### src/rtl/sha256_pkg.sv
// Shared SHA-256 scheduler constants, word type and FSM state encoding.
// Imported by the sigma helper and the message scheduler top.
package sha256_pkg;

    localparam int WK_LENGTH = 64;
    localparam int WORD_W    = 32;
    localparam int BLOCK_W   = 512;
    localparam int WIN_N     = BLOCK_W / WORD_W;

    typedef logic [WORD_W-1:0] word_t;

    typedef enum logic [1:0] {
        IDLE = 2'd0,
        EMIT = 2'd1,
        DONE = 2'd2
    } sched_state_e;

endpackage

### src/rtl/sha256_sigma.sv
// Combinational SHA-256 small sigma: SIGMA1=0 gives sigma0, SIGMA1=1 gives sigma1.
// Ports: x (input word), y (sigma of x).
module sha256_sigma
    import sha256_pkg::*;
#(
    parameter bit SIGMA1 = 1'b0
) (
    input  logic [WORD_W-1:0] x,
    output logic [WORD_W-1:0] y
);

    generate
        if (SIGMA1) begin : g_s1
            assign y = {x[16:0], x[31:17]}
                     ^ {x[18:0], x[31:19]}
                     ^ {10'b0, x[31:10]};
        end else begin : g_s0
            assign y = {x[6:0], x[31:7]}
                     ^ {x[17:0], x[31:18]}
                     ^ {3'b0, x[31:3]};
        end
    endgenerate

endmodule

### src/rtl/sha256_msg_scheduler.sv
// SHA-256 message scheduler: takes a 512-bit block, streams W[0..WK_LENGTH-1].
// Ports: clock/reset, block_valid/ready/data in, w_valid/ready/word + index out, complete pulse.
module sha256_msg_scheduler
    import sha256_pkg::*;
#(
    parameter int WK_LENGTH = sha256_pkg::WK_LENGTH
) (
    input  logic                         clock,
    input  logic                         reset,
    input  logic                         block_valid,
    output logic                         block_ready,
    input  logic [BLOCK_W-1:0]           block_data,
    output logic                         w_valid,
    input  logic                         w_ready,
    output logic [WORD_W-1:0]            w_word,
    output logic [$clog2(WK_LENGTH)-1:0] wk_vector_index,
    output logic                         wk_index_complete
);

    localparam int IDX_W = $clog2(WK_LENGTH);
    localparam logic [IDX_W-1:0] T_LAST = IDX_W'(WK_LENGTH - 1);

    sched_state_e state_q;
    sched_state_e state_d;

    logic [WORD_W-1:0] win_q [WIN_N];
    logic [IDX_W-1:0]  t_q;

    logic              load;
    logic              xfer;
    logic [WORD_W-1:0] s0;
    logic [WORD_W-1:0] s1;
    logic [WORD_W-1:0] w_new;

    // win_q[0] is W[t]; the tap positions give W[t+16].
    sha256_sigma #(.SIGMA1(1'b0)) u_s0 (.x(win_q[1]),  .y(s0));
    sha256_sigma #(.SIGMA1(1'b1)) u_s1 (.x(win_q[14]), .y(s1));

    assign w_new = s1 + win_q[9] + s0 + win_q[0];

    always_comb begin
        state_d           = state_q;
        load              = 1'b0;
        block_ready       = 1'b0;
        w_valid           = 1'b0;
        wk_index_complete = 1'b0;
        unique case (state_q)
            IDLE: begin
                block_ready = 1'b1;
                if (block_valid) begin
                    load    = 1'b1;
                    state_d = EMIT;
                end
            end
            EMIT: begin
                w_valid = 1'b1;
                if (w_ready && (t_q == T_LAST)) begin
                    state_d = DONE;
                end
            end
            DONE: begin
                wk_index_complete = 1'b1;
                state_d           = IDLE;
            end
            default: state_d = IDLE;
        endcase
    end

    assign xfer            = w_valid & w_ready;
    assign w_word          = win_q[0];
    assign wk_vector_index = t_q;

    always_ff @(posedge clock or posedge reset) begin
        if (reset) begin
            state_q <= IDLE;
        end else begin
            state_q <= state_d;
        end
    end

    always_ff @(posedge clock or posedge reset) begin
        if (reset) begin
            t_q <= '0;
            for (int i = 0; i < WIN_N; i++) begin
                win_q[i] <= '0;
            end
        end else if (load) begin
            t_q <= '0;
            for (int i = 0; i < WIN_N; i++) begin
                win_q[i] <= block_data[BLOCK_W-1-WORD_W*i -: WORD_W];
            end
        end else if (xfer) begin
            // Hold t on the last word so it never wraps inside a block.
            if (t_q != T_LAST) begin
                t_q <= t_q + IDX_W'(1);
            end
            for (int i = 0; i < WIN_N - 1; i++) begin
                win_q[i] <= win_q[i+1];
            end
            win_q[WIN_N-1] <= w_new;
        end
    end

endmodule

### config.mk
export PLATFORM = sky130hd
export DESIGN_NAME = sha256_msg_scheduler
export DESIGN_NICKNAME = d
export VERILOG_FILES = /design/src/rtl/sha256_pkg.sv /design/src/rtl/sha256_sigma.sv /design/src/rtl/sha256_msg_scheduler.sv
export SDC_FILE = /design/constraint.sdc
export NUM_CORES = 2
export LEC_CHECK = 0
export ABC_AREA = 1
export BUFFER_PORTS_ARGS = -buffer_cell sky130_fd_sc_hd__clkbuf_2
export CORE_ASPECT_RATIO = 0.9
export CORE_MARGIN = 1
export CORE_UTILIZATION = 55
export DETAILED_ROUTE_END_ITERATION = 16
export GPL_TIMING_DRIVEN = 0
export PLACE_DENSITY_LB_ADDON = 0.15
export SYNTH_ARGS = -nofsm -noshare
export SYNTH_HDL_FRONTEND = slang
export SYNTH_SLANG_ARGS = --single-unit
### constraint.sdc
create_clock -name clock -period 47.9 [get_ports clock]
set_clock_uncertainty 0.05 [all_clocks]
set_input_delay 9.58 -clock clock [delete_from_list [all_inputs] [get_ports clock]]
set_output_delay 9.58 -clock clock [all_outputs]
set_load 0.01 [all_outputs]
==> metrics.md <==
| Metric | Value |
|---|---|
| Status | finished clean |
| Cell Chain, Critical Path | inv_1 > nand2_1 > inv_2 > clkbuf_2 |
| Area after DPL | 33000 sq um |
| Clock Root Buffer | clkbuf_16 |
| #FFs+latches synth | 520 |
| Sum Neg Setup Slack | 0 ns |
| Wire per inst | 23.6 microns |
| Area growth syn-to-layout | 19.3% |
| First-pass GRT wire length | between 150 and 200 mm |
| Crit share post-route | a little under a quarter |
| DR vias/cell | 5.80 |
| Depth of the CTS H-tree | 2 |
| FF-to-FF path depth | 15 |
| Setup WS post-layout | 36.84 ns |
| Worst path bufs/invs | 3 |
| Worst stage delay on the critical path | 0.40 ns |
| Final Max Slew Viols | 0 |
| Max-slew headroom | 27.6% |
| Initial antenna violation count | 24 |
| CP required | 38.27 ns |
| Die Y | around 220 microns |
| Post-DRT Antenna Nets | 0 |
| Avg Cell Area, Syn | just over 8 sq um |
| Async S/R FF share, synth | 100% |
| Setup violations, final | 0 |
| # port buffers | 556 |
| HPWL after detailed placement | approximately 95 mm |
| Minimum clock period | 11.06 ns |
| Cell area after layout | 34900 sq um |
| Synth area leader | dfrtp_1 |
| Setup bufs post-CTS | 0 |
| IO Count | around 560 |
| Place WS | 36.45 ns |
| Syn. warnings | 0 |
| Starting utilization of the core area | 56.2% |
| Worst-path clk slew | 0.07 ns |
| Max Fclk | 0.0904 GHz |
| Gr usage total | 43.1% |
| Cell family with the largest share of critical-path delay | flip-flops |
| Critical Path AT | 1.43 ns |
| Final wirelength | 118 mm |
| Max-capacitance violation count | 0 |
| CTS tree | built |
| Post-synthesis sequential area ratio | between 40 and 50% |
| Gr ovfl total | 0 |
| Hold slack | about 0.46 ns |
| WS Path Type | reg2out |
| Post-cts sizing count | 0 |
| Post-route DRC | 0 |
| Syn Std Cell Area | 29300 sq um |
| Top FF cell, synth | dfrtp_1 |
| Crit. End Element | primary output |
| Largest net degree at the start of global routing | 125 |
| Die area | 54200 sq um |
| Core Footprint | 52100 sq um |
| Mapped Nets | 4237 |
| Share of cells above drive strength 1 | 19.4% |
| Cell variety after synth | 32 |
| Starting DRT DRC Count | 4020 |
| Crit-path max FO | 4 |
| Hold WC Path Type | reg2reg |
| Worst slew pin tran | 1.07 ns |
| Slowest CP cell | dfrtp_1 |
| Synthesized instance count | 3627 |
| GPL Wtd Cong | around 1.1 |
| Top cells by count, synth | o21ai_0 (791), inv_1 (693), o21ai_1 (665) |
| Post-synth top area share | around 44% |
| Num Clock Sinks | between 500 and 600 |
| Final net count | between 4k and 5k |
| Rows | 79 |
| Largest cells by area after synthesis | dfrtp_1 (44%), o21ai_0 (14%), o21ai_1 (11%), inv_1 (8.9%), fa_1 (4.2%) |
| Hold path depth | 2 |
| Via count | 29.0k |
| CP Launch Type | flip-flop |
| Clk Latency, worst-skew pair | 0.64 ns |
| RSZ-0062 raised after global routing | no |
| Count leader, synth | o21ai_0 |
| Clock buffer count from CTS | between 50 and 60 |
| EDFF count, synth | 0 |
| Maximum clock insertion buffer count | 3 |
| Worst path depth | 4 |
| Final hold violations | 0 |
| Hold-fix buffers, CTS | 0 |
| Vias in the first global route | between 20k and 30k |
| Die W | between 200 and 250 microns |
| First-pass detailed-route iteration total | 6 |
## cells by family after synthesis
logic type	count (synthesis)	synth area share, %
compound gates	1512	26.0
flops	520	44.4
simple gates	412	5.81
xor+xnor	132	3.95
buf+inv	957	14.2
fa+ha+maj	94	5.61
## cell usage in the layout (no fill, tap or decap), types with 48 or more instances in the layout
| cell type | n |
|---|---|
| xor2_1 | 69 |
| o21ai_1 | 665 |
| o21ai_0 | 791 |
| clkbuf_2 | 584 |
| buf_2 | 63 |
| clkbuf_16 | 54 |
| fa_1 | 62 |
| nand3_1 | 48 |
| xnor2_1 | 63 |
| nand2_1 | 272 |
| nor2_1 | 64 |
| dfrtp_1 | 520 |
| clkbuf_1 | 105 |
| inv_1 | 692 |
## metal layers
metal	wire [microns]	vias up	global-route usage (%)
met2	50100	1810	61.6
met1	48300	13934	63.0
met3	15300	220	12.0
met5	81	-	0
met4	3980	6	13.5
li1	-	12989	-
## final cells by class
| type | instances | area, sq um |
|---|---|---|
| inverters | 696 | 2620 |
| multi-input cells | 2150 | 12100 |
| repair buffers | 560 | 2890 |
| clock inverters | 23 | 289 |
| plain buffers | 261 | 1540 |
| well taps | 688 | 861 |
| clock buffers | 77 | 1550 |
| diodes | 18 | 45.0 |
| flip-flops and latches | 520 | 13000 |
| fillers | 4599 | 17200 |
## through the flow
step | util [%] | cells
floorplan | - | 3627
global placement | 63.2 | 4871
detailed placement | 63.4 | 4875
CTS | 67.0 | 4975
global route | 67.1 | 4993
finish | 67.1 | 4993
## worst reg2reg max path, cell delays in order, from the launching register on
cell	delay, ns
dfrtp_1	0.45
xnor2_1	0.23
xor2_1	0.23
fa_1	0.45
inv_1	0.08
fa_1	0.43
ha_1	0.27
fa_1	0.52
nand3_1	0.11
nand3_1	0.17
nand2_1	0.11
nand2_1	0.10
xnor2_1	0.18
nand2_1	0.09
o211ai_1	0.17
o21ai_1	0.14
## final timing paths
check                                        from                      to  slack, ns
min                         win_q[16]$_DFFE_PP0P_   win_q[16]$_DFFE_PP0P_       0.46
max in group asynchronous                   reset  win_q[105]$_DFFE_PP0P_      37.26
max                        state_q[1]$_DFFE_PP0P_                 w_valid      36.84
min in group asynchronous                   reset  win_q[276]$_DFFE_PP0P_       8.95
max reg2reg                win_q[456]$_DFFE_PP0P_    win_q[9]$_DFFE_PP0P_      43.96
min reg2reg                 win_q[16]$_DFFE_PP0P_   win_q[16]$_DFFE_PP0P_       0.46
## flip-flops by register name (all words and copies together) (netlist names)
register	count
win_q	480
wk_vector_index	6
state_q	2
w_word	32
Power is not shown: default switching activity piles up to over one toggle a cycle in this logic, so the estimate is an artifact.
